--- config.mk ---
export PLATFORM = sky130hd
export DESIGN_NAME = psk_frame_ctrl
export DESIGN_NICKNAME = d
export VERILOG_FILES = /design/src/rtl/psk_frame_ctrl.sv
export SDC_FILE = /design/constraint.sdc
export NUM_CORES = 1
export LEC_CHECK = 0
export BUFFER_PORTS_ARGS = -buffer_cell sky130_fd_sc_hd__buf_2
export CAP_MARGIN = 20
export CELL_PAD_IN_SITES_DETAIL_PLACEMENT = 1
export CELL_PAD_IN_SITES_GLOBAL_PLACEMENT = 2
export CORE_MARGIN = 2
export CORE_UTILIZATION = 41
export CTS_CLUSTER_DIAMETER = 80
export DETAILED_ROUTE_END_ITERATION = 10
export PLACE_DENSITY = 0.87
export REMOVE_ABC_BUFFERS = 1
export SETUP_SLACK_MARGIN = 0.3
export SYNTH_ARGS = -nofsm -noshare
export SYNTH_HDL_FRONTEND = slang
export SYNTH_SLANG_ARGS = --single-unit
export TNS_END_PERCENT = 5
--- constraint.sdc ---
create_clock -name clk -period 5.75 [get_ports clk]
set_clock_uncertainty 0.15 [all_clocks]
set_input_delay 1.15 -clock clk [delete_from_list [all_inputs] [get_ports clk]]
set_output_delay 1.15 -clock clk [all_outputs]
set_load 0.005 [all_outputs]
--- src/rtl/psk_frame_ctrl.sv ---
// Framed BPSK symbol sequencer: preamble, fetched payload bytes and a guard interval,
// with the DDS phase accumulator that addresses the sine ROM.
module psk_frame_ctrl #(
  parameter int unsigned SYM_DIV    = 16,
  parameter int unsigned PRE_BITS   = 8,
  parameter logic [7:0]  PRE_PAT    = 8'hAA,
  parameter int unsigned GUARD_SYMS = 2
) (
  input  logic       clk,
  input  logic       rst_n,
  input  logic       start,
  input  logic [3:0] n_bytes,
  input  logic [7:0] step,
  input  logic [7:0] byte_data,
  input  logic       byte_valid,
  output logic       byte_ready,
  output logic [7:0] addr,
  output logic       phase,
  output logic       sym_stb,
  output logic       busy,
  output logic       done,
  output logic       underrun
);

  localparam logic [1:0] StIdle  = 2'd0;
  localparam logic [1:0] StPre   = 2'd1;
  localparam logic [1:0] StData  = 2'd2;
  localparam logic [1:0] StGuard = 2'd3;

  // Preamble left-aligned so symbol k always reads bit 7-k.
  localparam logic [7:0] PreAligned = 8'(PRE_PAT << (8 - PRE_BITS));
  localparam logic [7:0] SymLast    = 8'(SYM_DIV - 1);
  localparam logic [3:0] PreLast    = 4'(PRE_BITS - 1);
  localparam logic [3:0] GuardLast  = 4'(GUARD_SYMS - 1);

  logic [1:0] state_q, state_d;
  logic [7:0] sym_cnt_q, sym_cnt_d;
  logic [3:0] bit_cnt_q, bit_cnt_d;
  logic [7:0] addr_q, addr_d;
  logic       phase_q, phase_d;
  logic       done_q, done_d;
  logic       underrun_q, underrun_d;
  logic [3:0] n_q, n_d;
  logic [7:0] step_q, step_d;
  logic [7:0] hold_q, hold_d;
  logic       hold_full_q, hold_full_d;
  logic [7:0] shift_q, shift_d;
  logic [3:0] acc_cnt_q, acc_cnt_d;
  logic [3:0] sent_cnt_q, sent_cnt_d;
  logic       load_byte;
  logic       xfer;

  assign busy       = (state_q != StIdle);
  assign sym_stb    = busy && (sym_cnt_q == SymLast);
  assign byte_ready = busy && !hold_full_q && (acc_cnt_q < n_q);
  assign xfer       = byte_valid && byte_ready;
  assign addr       = addr_q;
  assign phase      = phase_q;
  assign done       = done_q;
  assign underrun   = underrun_q;

  always_comb begin
    state_d     = state_q;
    sym_cnt_d   = sym_cnt_q;
    bit_cnt_d   = bit_cnt_q;
    addr_d      = addr_q;
    phase_d     = phase_q;
    done_d      = 1'b0;
    underrun_d  = underrun_q;
    n_d         = n_q;
    step_d      = step_q;
    hold_d      = hold_q;
    hold_full_d = hold_full_q;
    shift_d     = shift_q;
    acc_cnt_d   = acc_cnt_q;
    sent_cnt_d  = sent_cnt_q;
    load_byte   = 1'b0;

    if (xfer) begin
      hold_d      = byte_data;
      hold_full_d = 1'b1;
      acc_cnt_d   = acc_cnt_q + 4'd1;
    end

    if (state_q == StIdle) begin
      addr_d    = 8'h00;
      phase_d   = 1'b0;
      sym_cnt_d = 8'h00;
      bit_cnt_d = 4'd0;
      if (start) begin
        n_d         = n_bytes;
        step_d      = step;
        underrun_d  = 1'b0;
        hold_full_d = 1'b0;
        acc_cnt_d   = 4'd0;
        sent_cnt_d  = 4'd0;
        phase_d     = PreAligned[7];
        state_d     = StPre;
      end
    end else begin
      sym_cnt_d = sym_stb ? 8'h00 : sym_cnt_q + 8'd1;
      addr_d    = addr_q + step_q + 8'd1;
      if (sym_stb) begin
        unique case (state_q)
          StPre: begin
            if (bit_cnt_q == PreLast) begin
              bit_cnt_d = 4'd0;
              if (n_q == 4'd0) begin
                state_d = StGuard;
                phase_d = 1'b0;
              end else begin
                state_d   = StData;
                load_byte = 1'b1;
              end
            end else begin
              bit_cnt_d = bit_cnt_q + 4'd1;
              phase_d   = PreAligned[3'd6 - bit_cnt_q[2:0]];
            end
          end
          StData: begin
            if (bit_cnt_q == 4'd7) begin
              bit_cnt_d = 4'd0;
              if (sent_cnt_q == n_q) begin
                state_d = StGuard;
                phase_d = 1'b0;
              end else begin
                load_byte = 1'b1;
              end
            end else begin
              bit_cnt_d = bit_cnt_q + 4'd1;
              shift_d   = {shift_q[6:0], 1'b0};
              phase_d   = shift_q[6];
            end
          end
          StGuard: begin
            if (bit_cnt_q == GuardLast) begin
              state_d   = StIdle;
              done_d    = 1'b1;
              addr_d    = 8'h00;
              bit_cnt_d = 4'd0;
            end else begin
              bit_cnt_d = bit_cnt_q + 4'd1;
            end
          end
          default: state_d = StIdle;
        endcase
      end
    end

    // A missing byte at a boundary goes out as zeros but still uses up a payload slot.
    if (load_byte) begin
      sent_cnt_d = sent_cnt_q + 4'd1;
      if (hold_full_q) begin
        shift_d     = hold_q;
        hold_full_d = 1'b0;
      end else begin
        shift_d    = 8'h00;
        underrun_d = 1'b1;
      end
      phase_d = shift_d[7];
    end
  end

  always_ff @(posedge clk or negedge rst_n) begin
    if (!rst_n) begin
      state_q     <= StIdle;
      sym_cnt_q   <= 8'h00;
      bit_cnt_q   <= 4'd0;
      addr_q      <= 8'h00;
      phase_q     <= 1'b0;
      done_q      <= 1'b0;
      underrun_q  <= 1'b0;
      n_q         <= 4'd0;
      step_q      <= 8'h00;
      hold_q      <= 8'h00;
      hold_full_q <= 1'b0;
      shift_q     <= 8'h00;
      acc_cnt_q   <= 4'd0;
      sent_cnt_q  <= 4'd0;
    end else begin
      state_q     <= state_d;
      sym_cnt_q   <= sym_cnt_d;
      bit_cnt_q   <= bit_cnt_d;
      addr_q      <= addr_d;
      phase_q     <= phase_d;
      done_q      <= done_d;
      underrun_q  <= underrun_d;
      n_q         <= n_d;
      step_q      <= step_d;
      hold_q      <= hold_d;
      hold_full_q <= hold_full_d;
      shift_q     <= shift_d;
      acc_cnt_q   <= acc_cnt_d;
      sent_cnt_q  <= sent_cnt_d;
    end
  end

endmodule

== Yosys cells after proc, flatten, opt, wreduce, memory -nomap -nowiden ==
Memories as Yosys holds them, arrays and structs flattened.
Cells that the tools add are included.
Storage, ports and cells
  output and inout bits: 14
  register bits: 61
  bits in read-only memories: 8
  memories kept: 1
  logic and storage cells: 125
  input bits: 24
Operators by class
  add/sub/neg operators: 7
  equality and inequality tests: 16
  magnitude comparators: 2
  reduce and logical (&&, ||, !) cells: 23
  muxes and demuxes: 62
Memory list
  (no name shown): depth 8, width 1, read ports 1, clocked after Yosys merged registers in 0, wr ports 0, line 117  | phase_d = PreAligned[3'd6 - bit_cnt_q[2:0]];
Operators by type and width (number)
  $mux W8: 7
  $mux W4: 10
  $mux W7: 5
  $mux W1: 29
  $add A8 B1 Y8 const B: 2
  $mux W2: 7
  $add A4 B1 Y4 const B: 3
  $ne A3 B3 Y1 const B: 4
  $reduce_bool A2 Y1: 6
  $ne A5 B5 Y1 const B: 2
  $add A8 B8 Y8: 1
  $eq A8 B4 Y1 const B: 1
  $pmux W4 S2: 1
  $reduce_and A4 Y1: 2
  $ne A2 B2 Y1 const B: 3
  $pmux W2 S3: 1
  $reduce_and A2 Y1: 3
  $reduce_and A6 Y1: 1
  $reduce_bool A3 Y1: 2
  $eq A2 B2 Y1 const B: 2
  $eq A4 B1 Y1 const B: 1
  $eq A4 B3 Y1 const B: 1
  $eq A4 B4 Y1: 1
  $logic_and A1 B1 Y1: 4
  other kinds (10): 11

== Longest topological paths before layout ==
  depth after elaboration: 9
  gate-level depth with buffers: 8
  gate-level depth less buffers: 8

== Worst setup path after synthesis ==
OpenSTA, ideal clock, no wires.
  path kind: reg-to-output
  start point: reg sym_cnt_q[5]
  end point: out sym_stb
  arrival: 1.448 ns
  stages on the path, launching flop included: 4
  path slack: 3.002 ns
  buffers on the path: 0
  required time: 4.450 ns
  cell sequence: dfrtp_1 or4_4 or3_4 inv_2
Between the ends
  cells in the longest elaborated chain, start to end: 2
RTL lines
  start: declaration: line 37  | logic [7:0] sym_cnt_q, sym_cnt_d;
  start signal: assignment: line 182  | sym_cnt_q <= sym_cnt_d;
  $eq A8 B4 Y1: line 54  | assign sym_stb = busy && (sym_cnt_q == SymLast);
  $logic_and A1 B1 Y1: line 54
  end: declaration: line 19  | output logic sym_stb,
No other way between the ends.

== Final worst setup path ==
Ends and elaborated chain as after synthesis.

==> metrics.yaml <==
synthesis:
  yosysWarnings: 0
  synth_top_area_share_pct: 47.7
  avgSynthCellArea_um2: 10.5
  synth_edf_count: 0
  synth_cells: 304
  async_flop_share_pct: 100
  synth.distinct_cells: 48
  ys_seq_elements: 61
  netlist_area_um2: 3200
  synth_area_leaders: "dfrtp_1 (48%), ha_1 (7.4%), mux2_2 (6.0%)"
  synthTopCellsByCount: "dfrtp_1 (61), nand2_1 (32), nor2_1 (22)"
  yosysMostFrequentCell: "dfrtp_1"
  yosysSeqAreaShare_pct: 47.7
  synthFlopType: "dfrtp_1"
  synth_largest_area_cell: "dfrtp_1"
timing:
  fmax_ghz: 0.306
  tns_ps: 0
  rsz0062_at_grt: "false"
  final.period_utilization_pct: 56.9
  slew_headroom_pct: 42.6
  drv_slew: 0
  setup_viol: 0
  final_hold_viol_count: 0
  period_minus_slack_ps: 3270
  worst_pin_slew_ps: 861
floorplanning:
  fp.dieW_um: 92.3
  die_y_um: 92.3
  start_util_pct: 41.8
  dieArea_um2: 8520
  rows: 32
  core_um2: 7650
  num_io_pins: 38
clock_tree:
  ctsResizeCount: 0
  cts-root-buf: "clkbuf_8"
  cts_buffers: 9
  cts_hold_buf: 0
  cts_tree: "built"
  clkTransAtPathRegs_ps: 70
  post_cts_buffers: 0
  clkLatencyLatePin_ps: 330
  cts.sinks: 61
  htree_levels: 3
  cts.path.max_buffers: 2
layout:
  filler_cell_count: 896
  final_util_pct: 48.1
  antenna_cells: 0
  area_growth_pct: 15.1
  regArea_um2: 1530
  multiInputGateArea_um2: 1580
  num-nets-final: 392
  final_area_um2: 3680
  drive_gt1_share_pct: 23.6
grt:
  met3_usage_pct: 4.39
  grt_usage_pct: 18.0
  grt_pass1_wl_um: 12100
  grt_util_met2_pct: 29.9
  overflow: 0
  antenna_found_initial: 0
  grt_pass1_vias: 2540
  use_met1_pct: 22.7
  busiest_layer: "met2"
  grt_max_degree: 62
critical_path:
  crit_type: "register to output pin"
  cp_slowest_cell: "or4_4"
  start_kind: "register"
  critPathArrivalTime_ps: 1970
  path_cells: "or4_4, or3_4, inv_2, buf_2"
  r2r_cells: 5
  worst_path_largest_cell_delay_ps: 570
  critPathMaxFanout: 5
  endpoint_kind: "output pin"
  cp.required_ps: 4450
  reg2reg_setup_slack_ps: 2890
  r2r-end: "sent_cnt_q[2]"
  rr_startpoint: "sym_cnt_q[5]"
pwr:
  internal_power_mw: 1.21
  p_clk_share_pct: 18.7
  powerDensity_nw_per_um2: 525
  power.share.combinational_pct: 42.4
  swShare_pct: 37.7
  p_leak_nw: 1.75
  switching_power_mw: 0.728
  seq_power_share_pct: 38.9
  ir_drop_mv: 0.200
routing:
  wl_per_cell_um: 15.6
  dr_total_vias: 2411
  via_per_inst: 5.31
  drt_iter0_drc: 86
  ant_nets: 0
  drcViolationCount: 0
  dr.pass1.iters: 6
  drt-total-wl_um: 7080
run:
  maxCapViolations: 0
status:
  status: "finished, final reports clean"
min_path:
  hold_depth: 1
  worstHoldStart: "sym_cnt_q[0]"
  min_to: "sym_cnt_q[0]"
  min_path_type: "register to register"
placement:
  globalplace.congestion: 0.738
  io_buffer_count: 37
  hpwlAfterDp_um: 5100
  placedInstanceArea_um2: 3500
## layer usage
metal	vias up	part of all wire (%)
li1	1161	-
met1	1197	45
met2	47	50
met3	6	3.5
met4	0	0.88
met5	-	0
## power groups by stage
| stage | combinational, mW | sequential, mW | clock (mW) |
|---|---|---|---|
| 2_1_floorplan | 0.623 | 0.722 | 0 |
| 3_3_place_gp | 0.788 | 0.748 | 0 |
| 3_5_place_dp | 0.831 | 0.757 | 0 |
| 4_1_cts | 0.834 | 0.755 | 0.378 |
| 5_1_grt | 0.934 | 0.783 | 0.395 |
| 6_report | 0.820 | 0.751 | 0.362 |
## per-stage QoR
stage | hold slack, ps | instances | power, mW | setup slack [ps]
after floorplan | 275 | 298 | 1.34 | 3000
after global placement | 298 | 439 | 1.54 | 2840
after detailed placement | 305 | 439 | 1.59 | 2830
after CTS | 323 | 454 | 1.97 | 2450
after global routing | 352 | 454 | 2.11 | 2330
final | 317 | 454 | 1.93 | 2480
## flip-flops by register name (all words and copies together), names as in the netlist
register and cells:
shift_q 7, hold_full_q 1, bit_cnt_q 4, sym_cnt_q 8, n_q 4, acc_cnt_q 4, underrun 1, done 1
addr 8, sent_cnt_q 4, state_q 2, step_q 8, phase 1, hold_q 8
## layout by cell type (no fill, tap or decap), types with 2 or more instances in the layout
cell      Yosys  final
mux2_2       17     17
clkinv_2      0      3
o211ai_1      3      3
a21boi_0      2      2
nor3b_1       2      2
and2_1        2      2
a21oi_1       8      8
inv_1        17     17
buf_2         0     37
dfrtp_1      61     61
o221a_2       6      6
nor3_1        7      7
nand2b_1      4      4
mux2i_1       6      6
nor2b_1       4      4
a211o_1       2      2
clkbuf_8      0      9
ha_1         19     19
nand2_1      32     32
nor2_1       22     22
nand3b_1      2      2
and3_1        3      3
a21o_1        4      4
xnor2_1       6      6
mux2_1        2      2
o21ai_1       2      2
o21ai_0      20     20
nand3_1      16     16
a311o_1       2      2
xor2_1        8      8
buf_4         1      2
## critical path, delay by kind of cell (launching register included)
family / cells / cell delay [ps]
simple gates: 2 / 1000
flops: 1 / 410
buf+inv: 2 / 230
## worst max path at each step
stage | start | endpoint | slack (ps) | depth (start not counted)
final | sym_cnt_q[5] | sym_stb | 2480 | 4
after global routing | state_q[0] | byte_ready | 2330 | 5
after CTS | sym_cnt_q[5] | sym_stb | 2450 | 4
after detailed placement | sym_cnt_q[5] | sym_stb | 2830 | 4
after global placement | sym_cnt_q[5] | sym_stb | 2840 | 4
after floorplan | sym_cnt_q[5] | sym_stb | 3000 | 3
## final cells by class
type | count | share of cell area (%)
multi-input cells | 219 | 42.9
flip-flops and latches | 61 | 41.5
repair buffers | 39 | 5.44
clock buffers | 10 | 3.47
well taps | 102 | 3.47
inverters | 18 | 1.84
clock inverters | 5 | 1.43
## cells by family (layout without fill, tap and decap cells)
logic type / count (synthesis) / count (layout) / synth area share, %
AND/OR/NAND/NOR: 103 / 103 / 15.9
buffers and inverters: 24 / 72 / 2.93
multiplexers: 25 / 25 / 8.57
AO/OA/AOI/OAI: 57 / 57 / 13.0
flip-flops: 61 / 61 / 47.7
XOR/XNOR: 14 / 14 / 3.83
adder cells (fa/ha/maj): 20 / 20 / 8.06
No activity file was read; power rests on OpenSTA's default activity.
